File: config.mk
export PLATFORM = sky130hd
export DESIGN_NAME = branch_predict_ctrl_flat
export DESIGN_NICKNAME = d
export VERILOG_FILES = /design/src/rtl/branch_predict_ctrl_if.sv /design/src/rtl/branch_predict_ctrl.sv /design/src/flat_wrapper.sv
export SDC_FILE = /design/constraint.sdc
export NUM_CORES = 2
export LEC_CHECK = 0
export BUFFER_PORTS_ARGS = -buffer_cell sky130_fd_sc_hd__buf_2
export CELL_PAD_IN_SITES_DETAIL_PLACEMENT = 1
export CELL_PAD_IN_SITES_GLOBAL_PLACEMENT = 2
export CORE_MARGIN = 5
export CORE_UTILIZATION = 49
export DETAILED_ROUTE_END_ITERATION = 8
export HOLD_SLACK_MARGIN = 0.15
export PLACE_DENSITY_LB_ADDON = 0.1
export SLEW_MARGIN = 25
export SYNTH_ARGS = -nofsm -noshare
export SYNTH_HDL_FRONTEND = slang
export SYNTH_SLANG_ARGS = --single-unit
File: constraint.sdc
create_clock -name clk -period 11 [get_ports clk]
set_input_delay 1.65 -clock clk [delete_from_list [all_inputs] [get_ports clk]]
set_output_delay 1.65 -clock clk [all_outputs]
set_load 0.01 [all_outputs]
File: src/rtl/branch_predict_ctrl_if.sv
// Fetch/execute signal bundle for the branch predictor. The core (master) drives the
// fetch PC and execute-stage resolution inputs; the predictor (slave) returns prediction,
// redirect, flush and performance outputs.
interface branch_predict_ctrl_if #(
    parameter int ADDR_W = 32,
    parameter int CNT_W  = 16
);
    // No valid/ready handshake: every signal is sampled each cycle, and pipeline
    // occupancy is governed only by StallD and the flush outputs.
    logic [ADDR_W-1:0] PCF;
    logic              StallD;
    logic              BranchE;
    logic              CondExE;
    logic [ADDR_W-1:0] BranchTgtE;
    logic [ADDR_W-1:0] PCPlus4E;
    logic              PredTakenF;
    logic [ADDR_W-1:0] PredTgtF;
    logic              MispredictE;
    logic [ADDR_W-1:0] RedirectPCE;
    logic              FlushD;
    logic              FlushE;
    logic [CNT_W-1:0]  BrCount;
    logic [CNT_W-1:0]  MissCount;
    logic [1:0]        DbgCtrF;

    modport master (
        output PCF, StallD, BranchE, CondExE, BranchTgtE, PCPlus4E,
        input  PredTakenF, PredTgtF, MispredictE, RedirectPCE, FlushD, FlushE,
        input  BrCount, MissCount, DbgCtrF
    );

    modport slave (
        input  PCF, StallD, BranchE, CondExE, BranchTgtE, PCPlus4E,
        output PredTakenF, PredTgtF, MispredictE, RedirectPCE, FlushD, FlushE,
        output BrCount, MissCount, DbgCtrF
    );
endinterface

File: src/rtl/branch_predict_ctrl.sv
// Direct-mapped BTB with 2-bit saturating counters, F->D->E prediction pipe,
// execute-stage mispredict detection/redirect, and saturating perf counters.
module branch_predict_ctrl #(
    parameter int IDX_W  = 4,
    parameter int ADDR_W = 32,
    parameter int CNT_W  = 16
) (
    input  logic                 clk,
    input  logic                 rst,
    branch_predict_ctrl_if.slave bus
);
    localparam int N     = 2 ** IDX_W;
    localparam int TAG_W = ADDR_W - IDX_W - 2;

    typedef enum logic [1:0] {SN = 2'b00, WN = 2'b01, WT = 2'b10, ST = 2'b11} ctr_e;

    typedef struct packed {
        logic              vld;
        logic              pred;
        logic [ADDR_W-1:0] tgt;
        logic [IDX_W-1:0]  idx;
        logic [TAG_W-1:0]  tag;
    } pipe_t;

    logic              valid_q [N];
    logic [TAG_W-1:0]  tag_q   [N];
    logic [ADDR_W-1:0] tgt_q   [N];
    ctr_e              ctr_q   [N];
    ctr_e              ctr_d;

    pipe_t d_q, d_d, e_q, e_d, f_info;

    logic [IDX_W-1:0]  idx_f;
    logic [TAG_W-1:0]  tag_f;
    logic              hit_f, pred_f;
    logic [ADDR_W-1:0] tgt_f;
    logic              taken, resolve, hit_e, upd_hit, alloc;
    logic              mispredict, flush_e;
    logic [ADDR_W-1:0] redirect;
    logic [CNT_W-1:0]  br_q, miss_q;

    // Fetch lookup reads the table state before any same-cycle update lands.
    always_comb begin
        idx_f  = bus.PCF[IDX_W+1:2];
        tag_f  = bus.PCF[ADDR_W-1:IDX_W+2];
        hit_f  = valid_q[idx_f] && (tag_q[idx_f] == tag_f);
        pred_f = hit_f && ctr_q[idx_f][1];
        tgt_f  = pred_f ? tgt_q[idx_f] : '0;
        f_info = '{vld: 1'b1, pred: pred_f, tgt: tgt_f, idx: idx_f, tag: tag_f};
    end

    always_comb begin
        taken      = bus.CondExE;
        resolve    = e_q.vld && bus.BranchE;
        hit_e      = valid_q[e_q.idx] && (tag_q[e_q.idx] == e_q.tag);
        upd_hit    = resolve && hit_e;
        alloc      = resolve && !hit_e && taken;
        mispredict = 1'b0;
        redirect   = '0;
        if (resolve) begin
            mispredict = (taken != e_q.pred) ||
                         (taken && e_q.pred && (bus.BranchTgtE != e_q.tgt));
            redirect   = taken ? bus.BranchTgtE : bus.PCPlus4E;
        end
        flush_e = mispredict || bus.StallD;
    end

    // Counter FSM next state for the entry being resolved in E.
    always_comb begin
        ctr_d = ctr_q[e_q.idx];
        if (taken) begin
            unique case (ctr_q[e_q.idx])
                SN:      ctr_d = WN;
                WN:      ctr_d = WT;
                default: ctr_d = ST;
            endcase
        end else begin
            unique case (ctr_q[e_q.idx])
                ST:      ctr_d = WT;
                WT:      ctr_d = WN;
                default: ctr_d = SN;
            endcase
        end
    end

    always_ff @(posedge clk or negedge rst) begin
        if (!rst) begin
            for (int i = 0; i < N; i++) begin
                valid_q[i] <= 1'b0;
                tag_q[i]   <= '0;
                tgt_q[i]   <= '0;
                ctr_q[i]   <= WN;
            end
        end else if (upd_hit) begin
            ctr_q[e_q.idx] <= ctr_d;
            if (taken) tgt_q[e_q.idx] <= bus.BranchTgtE;
        end else if (alloc) begin
            valid_q[e_q.idx] <= 1'b1;
            tag_q[e_q.idx]   <= e_q.tag;
            tgt_q[e_q.idx]   <= bus.BranchTgtE;
            ctr_q[e_q.idx]   <= WT;
        end
    end

    // A mispredict flush wins over StallD: D is cleared rather than held.
    always_comb begin
        d_d = d_q;
        if (mispredict)       d_d.vld = 1'b0;
        else if (!bus.StallD) d_d = f_info;
        e_d = d_q;
        if (flush_e) e_d.vld = 1'b0;
    end

    always_ff @(posedge clk or negedge rst) begin
        if (!rst) begin
            d_q <= '0;
            e_q <= '0;
        end else begin
            d_q <= d_d;
            e_q <= e_d;
        end
    end

    always_ff @(posedge clk or negedge rst) begin
        if (!rst) begin
            br_q   <= '0;
            miss_q <= '0;
        end else begin
            if (resolve && (br_q != '1))      br_q   <= br_q + CNT_W'(1);
            if (mispredict && (miss_q != '1)) miss_q <= miss_q + CNT_W'(1);
        end
    end

    always_comb begin
        bus.PredTakenF  = pred_f;
        bus.PredTgtF    = tgt_f;
        bus.MispredictE = mispredict;
        bus.RedirectPCE = redirect;
        bus.FlushD      = mispredict;
        bus.FlushE      = flush_e;
        bus.BrCount     = br_q;
        bus.MissCount   = miss_q;
        bus.DbgCtrF     = ctr_q[idx_f];
    end
endmodule
File: src/flat_wrapper.sv
// flat-port wrapper written by rule: the top's interface ports become plain ports
module branch_predict_ctrl_flat 
#(
    parameter int IDX_W  = 4,
    parameter int ADDR_W = 32,
    parameter int CNT_W  = 16
)
  (clk, rst, bus_PCF, bus_StallD, bus_BranchE, bus_CondExE, bus_BranchTgtE, bus_PCPlus4E, bus_PredTakenF, bus_PredTgtF, bus_MispredictE, bus_RedirectPCE, bus_FlushD, bus_FlushE, bus_BrCount, bus_MissCount, bus_DbgCtrF);
  branch_predict_ctrl_if #(.ADDR_W(ADDR_W), .CNT_W(CNT_W)) bus_i ();
  input  logic clk;
  input  logic rst;
  input wire logic [$bits(bus_i.PCF)-1:0] bus_PCF;
  input wire logic [$bits(bus_i.StallD)-1:0] bus_StallD;
  input wire logic [$bits(bus_i.BranchE)-1:0] bus_BranchE;
  input wire logic [$bits(bus_i.CondExE)-1:0] bus_CondExE;
  input wire logic [$bits(bus_i.BranchTgtE)-1:0] bus_BranchTgtE;
  input wire logic [$bits(bus_i.PCPlus4E)-1:0] bus_PCPlus4E;
  output wire logic [$bits(bus_i.PredTakenF)-1:0] bus_PredTakenF;
  output wire logic [$bits(bus_i.PredTgtF)-1:0] bus_PredTgtF;
  output wire logic [$bits(bus_i.MispredictE)-1:0] bus_MispredictE;
  output wire logic [$bits(bus_i.RedirectPCE)-1:0] bus_RedirectPCE;
  output wire logic [$bits(bus_i.FlushD)-1:0] bus_FlushD;
  output wire logic [$bits(bus_i.FlushE)-1:0] bus_FlushE;
  output wire logic [$bits(bus_i.BrCount)-1:0] bus_BrCount;
  output wire logic [$bits(bus_i.MissCount)-1:0] bus_MissCount;
  output wire logic [$bits(bus_i.DbgCtrF)-1:0] bus_DbgCtrF;
  assign bus_i.PCF = bus_PCF;
  assign bus_i.StallD = bus_StallD;
  assign bus_i.BranchE = bus_BranchE;
  assign bus_i.CondExE = bus_CondExE;
  assign bus_i.BranchTgtE = bus_BranchTgtE;
  assign bus_i.PCPlus4E = bus_PCPlus4E;
  assign bus_PredTakenF = bus_i.PredTakenF;
  assign bus_PredTgtF = bus_i.PredTgtF;
  assign bus_MispredictE = bus_i.MispredictE;
  assign bus_RedirectPCE = bus_i.RedirectPCE;
  assign bus_FlushD = bus_i.FlushD;
  assign bus_FlushE = bus_i.FlushE;
  assign bus_BrCount = bus_i.BrCount;
  assign bus_MissCount = bus_i.MissCount;
  assign bus_DbgCtrF = bus_i.DbgCtrF;
  branch_predict_ctrl #(.IDX_W(IDX_W), .ADDR_W(ADDR_W), .CNT_W(CNT_W)) u_core (.clk(clk), .rst(rst), .bus(bus_i));
endmodule
==> impl_metrics.csv <==
group,metric,value,unit
routing,via_per_inst,6.26,
global_routing,grt_overflow_total,0,
place,dpl.hpwl,107,mm
hold_path,holdCritPathClass,"reg2reg",
setup_path,reg2reg_to,"u_core.tag_q[393]",
clocking,cts_buffer_depth,3,
cells_and_area,nFillCells,11168,
sta,grt_setup_unrepaired,"no",
routing,drt_first_pass_iters,5,
clocking,root_buffer,"clkbuf_16",
pwr,clock_power_share,36.4,%
flow_run,maxCapViolations,0,
routing,post_drt_wl_per_cell,31.1,µm
floorplan,core,116000,µm²
pwr,comb_power_share,19.0,%
pwr,power.internal,8.89,mW
place,place_inst,5595,
floorplan,ios,203,
synth,postSynthCellCount,4141,
setup_path,r2r-start,"u_core.e_q[29]",
synth,synth_cell_type_count,84,
clocking,worstSkewPairLatency,760,ps
setup_path,worstPathRequired,9350,ps
floorplan,start_util,49.4,%
setup_path,reg2reg_slack,4840,ps
floorplan,die_x,353,µm
sta,fin_crit,7910,ps
synth,syn_area_per_cell,13.9,µm²
sta,fin_crit_sh,71.9,%
sta,final_max_slew_viol_count,0,
clocking,hold_buffers,0,
pwr,peakVddDrop,0.000164,V
synth,synth_ff_type,"dfrtp_1",
setup_path,reg2regPathDepth,11,
sta,tns,0,ps
clocking,h-tree-depth,4,
routing,ant_nets,0,
floorplan,die_y,353,µm
synth,synthesis.nets,4245,
pwr,power_leakage,29.9,nW
setup_path,endpoint,"bus_PredTgtF[1]",
setup_path,crit_start,"bus_PCF[2]",
global_routing,grt_pass1_vias,39456,
pwr,p_sw,3.39,mW
sta,fmax,126,MHz
pwr,cellPowerDensity,192,nW/µm²
cells_and_area,multiInputGateArea,27200,µm²
global_routing,grt_antenna_before_repair,12,
sta,tightest_slew,1070,ps
place,gp_congestion,0.826,
sta,fin_skew,28.8,ps
clocking,cts_tree,"done",
run_status,outcome,"complete, no violations",
routing,drc,0,
pwr,switching_share,27.6,%
setup_path,start_kind,"input pin",
routing,wl,182,mm
floorplan,die_area,124000,µm²
sta,finalSetupViolations,0,
synth,async_flop_share,100,%
setup_path,cp_max_fo,62,
global_routing,grt_pass1_wl,271,mm
clocking,cts-buffers-inserted,132,
floorplan,row_count,125,
clocking,path_clk_slew,60,ps
synth,synth_edf_count,0,
pwr,power.share.sequential,44.6,%
routing,drt_iter0_drc,3058,
place,portBuffers,200,
cells_and_area,seq_area,28500,µm²
clocking,post-cts-setup-buffers,0,
routing,vias,36507,
hold_path,min_from,"u_core.d_q[36]",
sta,final_hold_viol_count,0,
synth,synth_area,57500,µm²
sta,worst_slack,3090,ps
global_routing,grt_use_total,29.2,%
cells_and_area,syn_to_final_growth,11.3,%
setup_path,critPathArrivalTime,6260,ps
setup_path,worstSetupEndpointType,"output port",
global_routing,grt_max_degree,144,
cells_and_area,finalNonFillerCells,5834,
synth,synth-warning-count,0,
pwr,power.total,12.3,mW
synth,ys_seq_elements,1136,
sta,maxSlewHeadroom,27.7,%
setup_path,crit_type,"in2out",
place,pre_cts_slack,3040,ps
cells_and_area,fin_util,55.0,%
clocking,cts_resized,0,
cells_and_area,drive_gt1_share,41.2,%
cells_and_area,fin_nets,4311,
clocking,cts_sinks,1136,
synth,ys_seq_area_share,49.5,%
area by class of cell:
class                           instances  share of cell area, %
Antenna cell                            4                 0.0156
Multi-Input combinational cell       2605                   42.6
Inverter                               36                  0.211
Clock buffer                          203                   6.29
Tap cell                             1524                   2.98
Timing Repair Buffer                  296                   2.96
Clock inverter                         30                  0.534
Sequential cell                      1136                   44.5
cell usage in the layout (no fill, tap or decap), types with 35 or more instances in the layout:
master / Yosys / routed
buf_2: 46 / 194
buf_4: 12 / 87
clkbuf_16: 0 / 139
dfrtp_1: 1120 / 1117
inv_1: 35 / 35
mux2_2: 548 / 548
mux2_4: 285 / 285
mux2i_1: 134 / 134
mux4_2: 375 / 375
nand2_1: 573 / 563
nor2_1: 115 / 104
nor2b_1: 43 / 43
o21ai_0: 35 / 35
xnor2_1: 45 / 45
xor2_1: 53 / 53
worst max-delay path, stage by stage:
cell and delay, ps:
buf_8 560, buf_4 550, mux4_2 600, mux4_2 490, xnor2_1 350, nand4_1 140, nor3_1 510, nand4_1 150
buf_4 400, nor2b_1 470, buf_2 210
state kept, by name, indices dropped and copies added, names as in the netlist:
name / count
u_core.bus.BrCount: 16
u_core.e_q: 64
u_core.tgt_q: 512
u_core.bus.MissCount: 16
u_core.ctr_q: 32
u_core.tag_q: 416
u_core.valid_q: 16
u_core.d_q: 64
cells by family (layout without fill, tap and decap cells):
| logic type | count (synthesis) | in the layout | synth area share, % |
|---|---|---|---|
| flops | 1136 | 1136 | 49.5 |
| fa+ha+maj | 4 | 4 | 0.0827 |
| compound gates | 234 | 234 | 3.15 |
| simple gates | 912 | 912 | 6.92 |
| mux | 1357 | 1357 | 35.5 |
| other cells | 0 | 4 | 0 |
| buf+inv | 400 | 565 | 3.43 |
| xor+xnor | 98 | 98 | 1.49 |
how the worst min path moves through the flow:
stage                           endpoint  cells past startpoint
after detailed placement  u_core.e_q[36]                      0
after global routing      u_core.e_q[17]                      0
after CTS                 u_core.e_q[36]                      0
final                     u_core.e_q[36]                      0
after global placement    u_core.e_q[57]                      0
after floorplan            u_core.e_q[0]                      0
metrics by stage:
stage / hold slack (ps) / area [µm²]
floorplan: 349 / 57500
global placement: 352 / 59600
detailed placement: 358 / 59600
CTS: 371 / 64000
global route: 376 / 64000
finish: 366 / 64000
cell usage after synthesis (all sizes together) (4+ instances only):
cell type	instances	area, µm²
mux4	375	8450
nor2b	43	269
a311oi	5	43.8
dfrtp	1120	28000
a221oi	10	93.8
nor4	12	75.1
o31a	6	52.6
o2111ai	5	43.8
dfstp	16	420
a32oi	4	35.0
nor2	116	438
a31oi	14	87.6
a22o	5	43.8
mux2	848	10600
a22oi	30	225
a41oi	9	78.8
nand2	574	2160
buf	140	997
and2	18	113
inv	35	131
nor3	22	121
xor2	53	464
clkbuf	224	841
or2	21	131
a211oi	11	82.6
mux2i	134	1340
nor4b	4	41.3
xnor2	45	394
o211ai	9	67.6
o21ai	37	185
a2111oi	4	35.0
a21oi	35	280
nand2b	14	87.6
and3	23	144
nand3	29	145
nand4	22	138
a21boi	9	135
o22ai	15	100
metal layers:
metal  GRT usage [%]  wire length, µm  vias to the layer above
met5               0               28                        -
met3            5.52            10900                      328
met4            9.21             5890                        6
li1                -                -                    15166
met1            40.2            77600                    19864
met2            47.5            87200                     1143
power groups by stage:
stage | Sequential, mW | Clock (mW) | Combinational, mW
after CTS | 5.46 | 4.56 | 2.34
after detailed placement | 5.52 | 0 | 2.33
after global placement | 5.49 | 0 | 2.27
final | 5.48 | 4.47 | 2.33
after global routing | 5.56 | 4.73 | 2.50
after floorplan | 5.28 | 0 | 1.79
No activity file was read; power rests on OpenSTA's default activity.
